[config.mk]
export PLATFORM = sky130hd
export DESIGN_NAME = sync_fifo_param
export DESIGN_NICKNAME = d
export VERILOG_FILES = /design/src/rtl/sync_fifo_param.sv
export SDC_FILE = /design/constraint.sdc
export NUM_CORES = 1
export LEC_CHECK = 0
export CAP_MARGIN = 20
export CORE_MARGIN = 1
export CORE_UTILIZATION = 45
export DETAILED_ROUTE_END_ITERATION = 10
export PLACE_DENSITY = 0.63
export REMOVE_ABC_BUFFERS = 1
export SLEW_MARGIN = 20
export SYNTH_ARGS = -nofsm -noshare
export SYNTH_HDL_FRONTEND = slang
export SYNTH_SLANG_ARGS = --single-unit
[constraint.sdc]
create_clock -name clk -period 6.1 [get_ports clk]
set_input_delay 0.61 -clock clk [delete_from_list [all_inputs] [get_ports clk]]
set_output_delay 0.61 -clock clk [all_outputs]
set_load 0.02 [all_outputs]
[src/rtl/sync_fifo_param.sv]
// sync_fifo_param: single-clock parametrised FIFO with the winc/rinc/wfull/rempty
// handshake, occupancy count, almost-full/almost-empty thresholds, sticky
// overflow/underflow flags and a synchronous flush (clr).
// Build option: define FIFO_FWFT_EN for first-word-fall-through read data;
// leave it undefined for the standard registered read port (latency 1).
module sync_fifo_param #(
  parameter int DATA_W    = 32,
  parameter int ADDR_W    = 4,
  parameter int AFULL_TH  = 14,
  parameter int AEMPTY_TH = 2
) (
  input  logic              clk,
  input  logic              rst,
  input  logic              clr,
  input  logic [DATA_W-1:0] wdata,
  input  logic              winc,
  output logic              wfull,
  output logic              almost_full,
  input  logic              rinc,
  output logic [DATA_W-1:0] rdata,
  output logic              rempty,
  output logic              almost_empty,
  output logic [ADDR_W:0]   count,
  output logic              overflow,
  output logic              underflow
);

  localparam int DEPTH = 1 << ADDR_W;
  localparam logic [ADDR_W:0] DEPTH_C  = (ADDR_W+1)'(DEPTH);
  localparam logic [ADDR_W:0] AFULL_C  = (ADDR_W+1)'(AFULL_TH);
  localparam logic [ADDR_W:0] AEMPTY_C = (ADDR_W+1)'(AEMPTY_TH);
  localparam logic [ADDR_W:0] ZERO_C   = '0;
  localparam logic [ADDR_W:0] ONE_C    = (ADDR_W+1)'(1);

  logic [DATA_W-1:0] mem_r [DEPTH];
  logic [ADDR_W:0]   wptr_r;
  logic [ADDR_W:0]   rptr_r;
  logic [ADDR_W:0]   count_s;
  logic              wr_accept_s;
  logic              rd_accept_s;
  logic              overflow_r;
  logic              underflow_r;

  // Occupancy and status flags derived from the registered pointers; a flush
  // cycle suppresses both requests so no pointer or memory moves.
  always_comb begin
    count_s     = wptr_r - rptr_r;
    wr_accept_s = 1'b0;
    rd_accept_s = 1'b0;
    if (clr) begin
      wr_accept_s = 1'b0;
      rd_accept_s = 1'b0;
    end else begin
      wr_accept_s = winc && (count_s != DEPTH_C);
      rd_accept_s = rinc && (count_s != ZERO_C);
    end
  end

  assign count        = count_s;
  assign wfull        = (count_s == DEPTH_C);
  assign rempty       = (count_s == ZERO_C);
  assign almost_full  = (count_s >= AFULL_C);
  assign almost_empty = (count_s <= AEMPTY_C);
  assign overflow     = overflow_r;
  assign underflow    = underflow_r;

  // Write/read pointers: wrap naturally modulo 2**(ADDR_W+1), flush returns both to 0.
  always_ff @(posedge clk or posedge rst) begin
    if (rst) begin
      wptr_r <= ZERO_C;
      rptr_r <= ZERO_C;
    end else if (clr) begin
      wptr_r <= ZERO_C;
      rptr_r <= ZERO_C;
    end else begin
      if (wr_accept_s) begin
        wptr_r <= wptr_r + ONE_C;
      end
      if (rd_accept_s) begin
        rptr_r <= rptr_r + ONE_C;
      end
    end
  end

  // Sticky error flags: any rejected write while full / read while empty, held until flush.
  always_ff @(posedge clk or posedge rst) begin
    if (rst) begin
      overflow_r  <= 1'b0;
      underflow_r <= 1'b0;
    end else if (clr) begin
      overflow_r  <= 1'b0;
      underflow_r <= 1'b0;
    end else begin
      overflow_r  <= overflow_r  | (winc && (count_s == DEPTH_C));
      underflow_r <= underflow_r | (rinc && (count_s == ZERO_C));
    end
  end

  // Storage array: written only on an accepted write, contents survive flush.
  always_ff @(posedge clk) begin
    if (wr_accept_s) begin
      mem_r[wptr_r[ADDR_W-1:0]] <= wdata;
    end
  end

`ifdef FIFO_FWFT_EN
  // Head word is shown continuously; a read simply advances past it.
  assign rdata = mem_r[rptr_r[ADDR_W-1:0]];
`else
  logic [DATA_W-1:0] rdata_r;

  // Registered read port: loads the head word on the edge a read is accepted.
  always_ff @(posedge clk or posedge rst) begin
    if (rst) begin
      rdata_r <= '0;
    end else if (rd_accept_s) begin
      rdata_r <= mem_r[rptr_r[ADDR_W-1:0]];
    end else begin
      rdata_r <= rdata_r;
    end
  end

  assign rdata = rdata_r;
`endif

endmodule
==> metrics <==
outcome=finished, violations left; violated checks=design-rule violations; 1st-iter DRT viols=776; R2R Setup Slk=1.92 ns; share of layout cells above drive strength 1=0.2670; CTS tree=done; Die Wd=219.5 µm; Final nets=1136; synth top area cells=edfxtp_1 (72%), mux4_2 (14%), dfrtp_1 (5.2%), mux2_2 (2.0%), o22ai_1 (1.9%); Slew Viols, Final=0; fin crit period=4.733 ns; H-tree lvl count=2; RSZ-0062 raised after global routing=no; Synth Area in Simple Gates=0.02245; complex-gate fraction of the synthesized area=0.02497; vias in the first global route=10.38k; CTS Root Cell=clkbuf_16; worst hold margin=0.5043 ns; First-pass DRT Iterations=8; number of remaining DRC errors=4; CTS clk-pin slew, worst paths=0.06 ns; total track usage=0.1818; Layout Skew=0.01602 ns; synthesized area per cell=21.64 µm²; HPWL after DPL=23.10 mm; num ports=80; static leakage=7.817 nW; HP Class=reg -> reg; Area after DPL=22840 µm²; Sink Count=556; CP Launch Type=flip-flop; most numerous cell in the Yosys netlist=edfxtp_1; sequential power share=0.446; Die H=219.5 µm; EDFF count, synth=512; leading area contributor after synthesis=edfxtp_1; antenna violations before repair=0; XOR/XNOR share of the synthesized area=0.001998; share of the synthesized area in the top cell type=0.7221; Combinational Power Share=0.205; port bufs=79; Setup Fix Bufs, Post-CTS=0; largest family of logic cells by synthesized area=multiplexers; sequential fraction of the synthesis area=0.7738; top cells by count, synth=edfxtp_1 (512), mux4_2 (128), o22ai_1 (64); Initial Utilization=0.4564; Max-Cap Viols=0; drt via density=5.644; Critical Path End Type=primary output; VDD IR-drop max=217.5 µV; internal power=7.645 mW; Max transition margin=0.2896; Psw=2.642 mW; antenna cells=0; Rows=79; main flop type after synthesis=edfxtp_1; worst setup path category=reg -> out; via count=9831; Clock Latency Late Sink=0.59 ns; number of buffers on the longest clock path=3; fmax=0.2113 GHz; fin area=24800 µm²; Resized Gates After CTS=0; Mapped Cells=984; largest net degree at the start of global routing=71; Final ANT Viol Nets=0; GP Congestion=0.7748; Post-Synth Adder-Cell Area=0.006229; Critical Path AT=4.12 ns; Area Growth Syn to Fin=16.45%; Yosys cell types=41; CP max FO=42; global route total overflow=0; #FFs+latches synth=556; mapped cell area=21290 µm²; first-pass GRT wire length=64.26 mm; cts hold-fix bufs=0; core area=46650 µm²; WL per Instance=23.96 µm; Hold Vio Cnt, Final=0; Worst EP required=5.49 ns; post-route clock period utilization=0.7759; FFs w/ async S/R, synth=0.07914; TritonCTS Buffers=55; Worst-Margin Slew=1.066 ns; PD cells=414.9 nW/µm²; Setup Viol. Count Final=0; mux contribution to synthesized area=0.1574; YS warnings=0; Clock power frac=0.349; sw frac=0.2568; Post-Route WL=41.73 mm; die area=48190 µm²
==> per-layer routing <==
layer / wire length, µm / GRT usage / vias up
met5: 0 / 0 / -
met4: 725 / 0.05139 / 0
met2: 20610 / 0.2926 / 203
met3: 1794 / 0.02595 / 54
li1: - / - / 4310
met1: 18610 / 0.2607 / 5264
==> placed cells by master, fill, tap and decap left out, types with 11 or more instances in the layout <==
cell type / netlist / layout
edfxtp_1: 512 / 512
mux4_2: 128 / 128
clkdlybuf4s50_1: 0 / 79
o22ai_1: 64 / 64
clkbuf_16: 0 / 57
nor2_1: 50 / 50
dfrtp_1: 44 / 41
mux2_2: 38 / 38
buf_4: 0 / 21
nor3_2: 0 / 12
clkbuf_1: 30 / 11
==> area by class of cell <==
class	count	area, µm²
Timing Repair Buffer	100	948.4
Inverter	9	33.78
Multi-Input combinational cell	367	4612
Tap cell	607	759.5
Sequential cell	556	16490
Clock inverter	28	390.4
Fill cell	3592	21860
Clock buffer	75	1564
==> sequential cells by signal (all words and copies together) (netlist names) <==
name       count
rptr_r         5
underflow      1
wptr_r         5
mem_r        512
overflow       1
rdata         32
==> cells by family after synthesis <==
| kind of cell | after synthesis |
|---|---|
| simple gates | 101 |
| xor+xnor | 4 |
| flops | 556 |
| compound gates | 82 |
| buf+inv | 61 |
| fa+ha+maj | 10 |
| mux | 170 |
==> power by group through the flow <==
| stage | Clock, mW | Sequential (mW) | Combinational, mW |
|---|---|---|---|
| finish | 3.59 | 4.59 | 2.11 |
| global route | 3.80 | 4.63 | 2.28 |
| CTS | 3.65 | 4.60 | 2.15 |
| detailed placement | 0 | 4.67 | 2.14 |
| global placement | 0 | 4.67 | 2.12 |
| floorplan | 0 | 4.84 | 1.28 |
==> metrics by stage <==
stage | total power, mW | worst slack [ns] | std cells | utilization | TNS [ns]
finish | 10.29 | 1.367 | 1742 | 0.5315 | 0
global route | 10.71 | 1.176 | 1742 | 0.5315 | 0
CTS | 10.40 | 1.306 | 1742 | 0.5315 | 0
detailed placement | 6.818 | 1.936 | 1639 | 0.4896 | 0
global placement | 6.794 | 2.024 | 1639 | 0.4896 | 0
floorplan | 6.114 | -3.527 | 932 | - | -1670.38
==> critical path, stage by stage, from the launching register on <==
cell             delay [ns]
dfrtp_4                0.78
ha_1                   0.35
fa_1                   0.41
nand2b_1               0.18
a21oi_2                0.17
xor2_2                 0.35
inv_2                  0.19
a2111oi_0              0.43
clkdlybuf4s50_1        0.68
==> final timing paths <==
check / start / to / depth (start not counted)
hold / removal: rdata[4]$_DFFE_PP0P_ / rdata[4]$_DFFE_PP0P_ / 1
setup / recovery: rptr_r[0]$_DFFE_PP0P_ / almost_empty / 8
hold reg to reg: rdata[4]$_DFFE_PP0P_ / rdata[4]$_DFFE_PP0P_ / 1
setup reg to reg: rptr_r[0]$_DFFE_PP0P_ / mem_r[11][15]$_DFFE_PP_ / 7
min in group asynchronous: rst / rdata[17]$_DFFE_PP0P_ / 3
max in group asynchronous: rst / rptr_r[0]$_DFFE_PP0P_ / 3
(Power assumes the default switching activity.)
